File: src/rtl/serial_subtractor.sv
// Bit-serial two's-complement subtractor: one full-subtractor cell and a borrow flop
// process A - B LSB first over WIDTH cycles behind a start/busy/done handshake.
module serial_subtractor #(
    parameter int WIDTH = 8
) (
    input  logic             clk,
    input  logic             rst,
    input  logic             start,
    input  logic [WIDTH-1:0] a,
    input  logic [WIDTH-1:0] b,
    output logic             busy,
    output logic             done,
    output logic [WIDTH-1:0] diff,
    output logic             bout,
    output logic             ovf
);

    localparam int            CW       = (WIDTH > 2) ? $clog2(WIDTH) : 1;
    localparam logic [CW-1:0] CNT_LAST = CW'(WIDTH - 1);

    typedef enum logic [1:0] {
        ST_IDLE = 2'b00,
        ST_RUN  = 2'b01,
        ST_DONE = 2'b10
    } state_t;

    state_t           state_r;
    logic [WIDTH-1:0] sa_r;
    logic [WIDTH-1:0] sb_r;
    logic [WIDTH-1:0] sr_r;
    logic             borrow_r;
    logic [CW-1:0]    cnt_r;
    logic             a_msb_r;
    logic             b_msb_r;

    logic             d_s;
    logic             bo_s;
    logic [WIDTH-1:0] sr_next_s;
    logic             last_s;

    function automatic logic fs_diff(input logic x, input logic y, input logic bin);
        return x ^ y ^ bin;
    endfunction

    function automatic logic fs_borrow(input logic x, input logic y, input logic bin);
        return (~x & y) | (~(x ^ y) & bin);
    endfunction

    // Signed overflow only when operand signs differ and the result sign leaves the minuend's.
    function automatic logic ovf_calc(input logic a_msb, input logic b_msb, input logic d_msb);
        return (a_msb != b_msb) && (d_msb != a_msb);
    endfunction

    // Bit cell on the current LSBs and the next value of the result shifter.
    always_comb begin
        d_s       = fs_diff(sa_r[0], sb_r[0], borrow_r);
        bo_s      = fs_borrow(sa_r[0], sb_r[0], borrow_r);
        sr_next_s = {d_s, sr_r[WIDTH-1:1]};
        last_s    = (cnt_r == CNT_LAST);
    end

    // Control FSM, serial datapath and registered result outputs.
    always_ff @(posedge clk or posedge rst) begin
        if (rst) begin
            state_r  <= ST_IDLE;
            sa_r     <= {WIDTH{1'b0}};
            sb_r     <= {WIDTH{1'b0}};
            sr_r     <= {WIDTH{1'b0}};
            borrow_r <= 1'b0;
            cnt_r    <= {CW{1'b0}};
            a_msb_r  <= 1'b0;
            b_msb_r  <= 1'b0;
            busy     <= 1'b0;
            done     <= 1'b0;
            diff     <= {WIDTH{1'b0}};
            bout     <= 1'b0;
            ovf      <= 1'b0;
        end else begin
            case (state_r)
                // DONE accepts start exactly like IDLE so operations can run back to back.
                ST_IDLE, ST_DONE: begin
                    done <= 1'b0;
                    if (start) begin
                        sa_r     <= a;
                        sb_r     <= b;
                        sr_r     <= {WIDTH{1'b0}};
                        borrow_r <= 1'b0;
                        cnt_r    <= {CW{1'b0}};
                        a_msb_r  <= a[WIDTH-1];
                        b_msb_r  <= b[WIDTH-1];
                        busy     <= 1'b1;
                        state_r  <= ST_RUN;
                    end else begin
                        busy     <= 1'b0;
                        state_r  <= ST_IDLE;
                    end
                end
                ST_RUN: begin
                    sa_r     <= {1'b0, sa_r[WIDTH-1:1]};
                    sb_r     <= {1'b0, sb_r[WIDTH-1:1]};
                    sr_r     <= sr_next_s;
                    borrow_r <= bo_s;
                    if (last_s) begin
                        cnt_r   <= cnt_r;
                        busy    <= 1'b0;
                        done    <= 1'b1;
                        diff    <= sr_next_s;
                        bout    <= bo_s;
                        ovf     <= ovf_calc(a_msb_r, b_msb_r, sr_next_s[WIDTH-1]);
                        state_r <= ST_DONE;
                    end else begin
                        cnt_r   <= cnt_r + CW'(1);
                        busy    <= 1'b1;
                        done    <= 1'b0;
                        state_r <= ST_RUN;
                    end
                end
                default: begin
                    busy    <= 1'b0;
                    done    <= 1'b0;
                    state_r <= ST_IDLE;
                end
            endcase
        end
    end

endmodule

File: config.mk
export PLATFORM = sky130hd
export DESIGN_NAME = serial_subtractor
export DESIGN_NICKNAME = d
export VERILOG_FILES = /design/src/rtl/serial_subtractor.sv
export SDC_FILE = /design/constraint.sdc
export NUM_CORES = 1
export LEC_CHECK = 0
export ABC_AREA = 1
export CAP_MARGIN = 20
export CORE_ASPECT_RATIO = 0.7
export CORE_MARGIN = 2
export CORE_UTILIZATION = 55
export DETAILED_ROUTE_END_ITERATION = 8
export DONT_BUFFER_PORTS = 1
export GPL_TIMING_DRIVEN = 0
export PLACE_DENSITY_LB_ADDON = 0.25
export SLEW_MARGIN = 10
export SYNTH_ARGS = -nofsm -noshare
export SYNTH_HDL_FRONTEND = slang
export SYNTH_SLANG_ARGS = --single-unit
File: constraint.sdc
create_clock -name clk -period 1.6 [get_ports clk]
set_clock_uncertainty 0.05 [all_clocks]
set_input_delay 0.24 -clock clk [delete_from_list [all_inputs] [get_ports clk]]
set_output_delay 0.24 -clock clk [all_outputs]
set_load 0.005 [all_outputs]
==> impl_metrics.csv <==
group,metric,value,unit
status,outcome,"completed",
worst_setup_path,slowest_stage,"fa_1",
logic_synthesis,synth_common_cells,"71 x nand2_1, 45 x inv_1, 42 x dfrtp_1",
logic_synthesis,async_flop_share,1.000,
worst_setup_path,critPathKind,"reg2reg",
placed_design,dpl_cell_area,2105,µm²
grt,grt_pass1_wl,5975,µm
pwr,p_per_area,2068,nW/µm²
timing,timing.final.crit_share,0.9154,
final_layout,fill_cells,318,
timing,rsz0062_at_grt,"false",
placed_design,dp.cells,287,
logic_synthesis,yosys-top-cells-area,"dfrtp_1 52%, nand2_1 13%, nand3_1 8.4%",
die,ioPinCount,31,
timing,hold_violations,0,
worst_setup_path,timing.critical_path.mode_cell,"nand2_1",
logic_synthesis,syn_area,2022,µm²
placed_design,portBuffers,0,
route,wire_per_inst,12.00,µm
final_layout,finish.instance_area,2208,µm²
worst_setup_path,critical_path.top_delay_family,"adder cells",
placed_design,dp_hpwl,2616,µm
die,core_area,3513,µm²
pwr,p_leak,1.197,nW
placed_design,gp_congestion,0.7474,
clocking,cts.path.max_buffers,2,
worst_setup_path,crit_required,1.75,ns
final_layout,layout.core_utilization,0.6286,
timing,setup_viol,0,
clocking,cts_setup_buffers,0,
final_layout,stdcell_count,296,
clocking,cts_buffers,5,
logic_synthesis,yosysTopAreaCell,"dfrtp_1",
logic_synthesis,synth_top_area_share,0.5198,
timing,relSlewSlack,0.7267,
grt,antenna_found_initial,0,
worst_setup_path,end_kind,"flop",
min_path,worstHoldPathType,"in2reg",
logic_synthesis,synthFlopType,"dfrtp_1",
route,vias_per_cell,4.780,
grt,grtUsageTotal,0.1881,
die,initial_core_util,0.5755,
worst_setup_path,cp_cell_sequence,"fa_1, inv_1, nand3_1, nand2_1, nand2_1, nand2_1",
logic_synthesis,yosysMostFrequentCell,"nand2_1",
clocking,cts_max_level,2,
timing,hold_slack,0.04073,ns
min_path,hold_depth,2,
worst_setup_path,critPathMaxFanout,3,
route,first_iter_violations,118,
timing,fmax,682.8,MHz
timing,drv_slew,0,
clocking,clkLatencyLatePin,0.30,ns
route,wl,3551,µm
min_path,hp-start,"b[7]",
grt,grt_pass1_vias,1295,
route,vias,1415,
pwr,finalPower,4.568,mW
route,dr.pass1.iters,4,
clocking,cts_tree,"done",
pwr,vdd_ir_drop_max,1111,µV
clocking,root_buffer,"clkbuf_8",
die,die_x,76.47,µm
die,die_y,54.73,µm
logic_synthesis,synth_warnings,0,
logic_synthesis,postSynthAreaPerCell,8.568,µm²
clocking,clk_pin_slew,0.09,ns
worst_setup_path,reg2reg_depth,6,
final_layout,n_antenna_cell,0,
timing,fin_crit,1.465,ns
die,fp-row-count,18,
worst_setup_path,arrival,1.61,ns
route,ant_nets,0,
logic_synthesis,syn_inst,236,
min_path,min_to,"sb_r[7]",
final_layout,nets,267,
final_layout,drive_above_1_share,0.1301,
worst_setup_path,critPathBufInv,1,
final_layout,area_growth,9.220,%
timing,worstMarginPinSlew,0.4100,ns
logic_synthesis,yosysSeqAreaShare,0.5198,
grt,grt_overflow,0,
route,drc,0,
clocking,cts_sinks,42,
logic_synthesis,synth_edf_count,0,
worst_setup_path,reg2reg_slack,0.14,ns
worst_setup_path,startpoint_type,"flop",
grt,grt_max_degree,27,
clocking,cts_resized,0,
worst_setup_path,timing.rr.start,"sa_r[0]",
flow_run,cap_violations,0,
worst_setup_path,slowest_delay,0.60,ns
logic_synthesis,synth.distinct_cells,22,
worst_setup_path,reg2reg_to,"ovf",
die,dieArea,4185,µm²
logic_synthesis,syn_nets,258,
logic_synthesis,ys_ff_latch,42,
clocking,cts_hold_buf,1,
==> cells in the final DEF, fill, tap and decap left out, drive strengths merged <==
master	count
nand3	34
ha	2
o21ai	21
clkbuf	5
or2	1
nand2	75
clkinv	1
buf	9
dfrtp	42
dlygate4sd3	1
inv	49
clkinvlp	1
fa	1
nor2	4
==> flip-flops by register name, indices dropped and copies added (netlist names) <==
register	flops
sa_r	8
borrow_r	1
sb_r	8
cnt_r	3
sr_r	7
state_r	2
diff	8
bout	1
b_msb_r	1
done	1
ovf	1
a_msb_r	1
==> metrics by stage <==
| stage | TNS [ns] | setup WS (ns) |
|---|---|---|
| after global placement | -5.270 | -0.1278 |
| final | 0 | 0.1353 |
| after CTS | 0 | 0.1227 |
| after floorplan | 0 | 0.2447 |
| after global routing | 0 | 0.01452 |
| after detailed placement | 0 | 0.1379 |
==> kinds of logic (layout without fill, tap and decap cells) <==
kind of cell / count (synthesis) / count (layout) / synth area share
fa+ha+maj: 3 / 3 / 0.02228
buf+inv: 56 / 66 / 0.1318
flops: 42 / 42 / 0.5198
compound gates: 21 / 21 / 0.06312
simple gates: 114 / 114 / 0.2630
==> report_power, final <==
part	leakage, nW	total (mW)	switching, mW	internal, mW
combinational	0.631	2.02	1.22	0.801
sequential	0.522	1.85	0.282	1.56
clock	0.0447	0.703	0.388	0.315
total	1.20	4.57	1.89	2.68
==> layer usage <==
layer / GRT usage / part of all wire / vias up
met5: 0 / 0 / -
met4: 0.05455 / 0.0093 / 0
met3: 0.05116 / 0.041 / 4
met2: 0.2920 / 0.45 / 30
met1: 0.2647 / 0.50 / 642
li1: - / - / 739
==> how the worst max path moves through the flow <==
stage,from,end,slack [ns],depth (start not counted)
2_1_floorplan,sa_r[0],ovf,0.24,6
3_3_place_gp,rst,sb_r[2],-0.13,1
3_5_place_dp,cnt_r[0],cnt_r[2],0.14,7
4_1_cts,cnt_r[0],cnt_r[0],0.12,7
5_1_grt,cnt_r[0],cnt_r[0],0.01,7
6_report,sa_r[0],ovf,0.14,6
==> area by class of cell <==
class                      instances  area [µm²]  share of cell area
multi-input combinational        138       704.4              0.3190
clock inverter                     3       25.02             0.01133
timing repair buffer               2       30.03             0.01360
buffer                             8       76.32             0.03456
inverter                          48       190.2             0.08612
clock buffer                       5       68.82             0.03116
tap                               50       62.56             0.02833
sequential                        42        1051              0.4759
No activity file was read; power rests on OpenSTA's default activity.
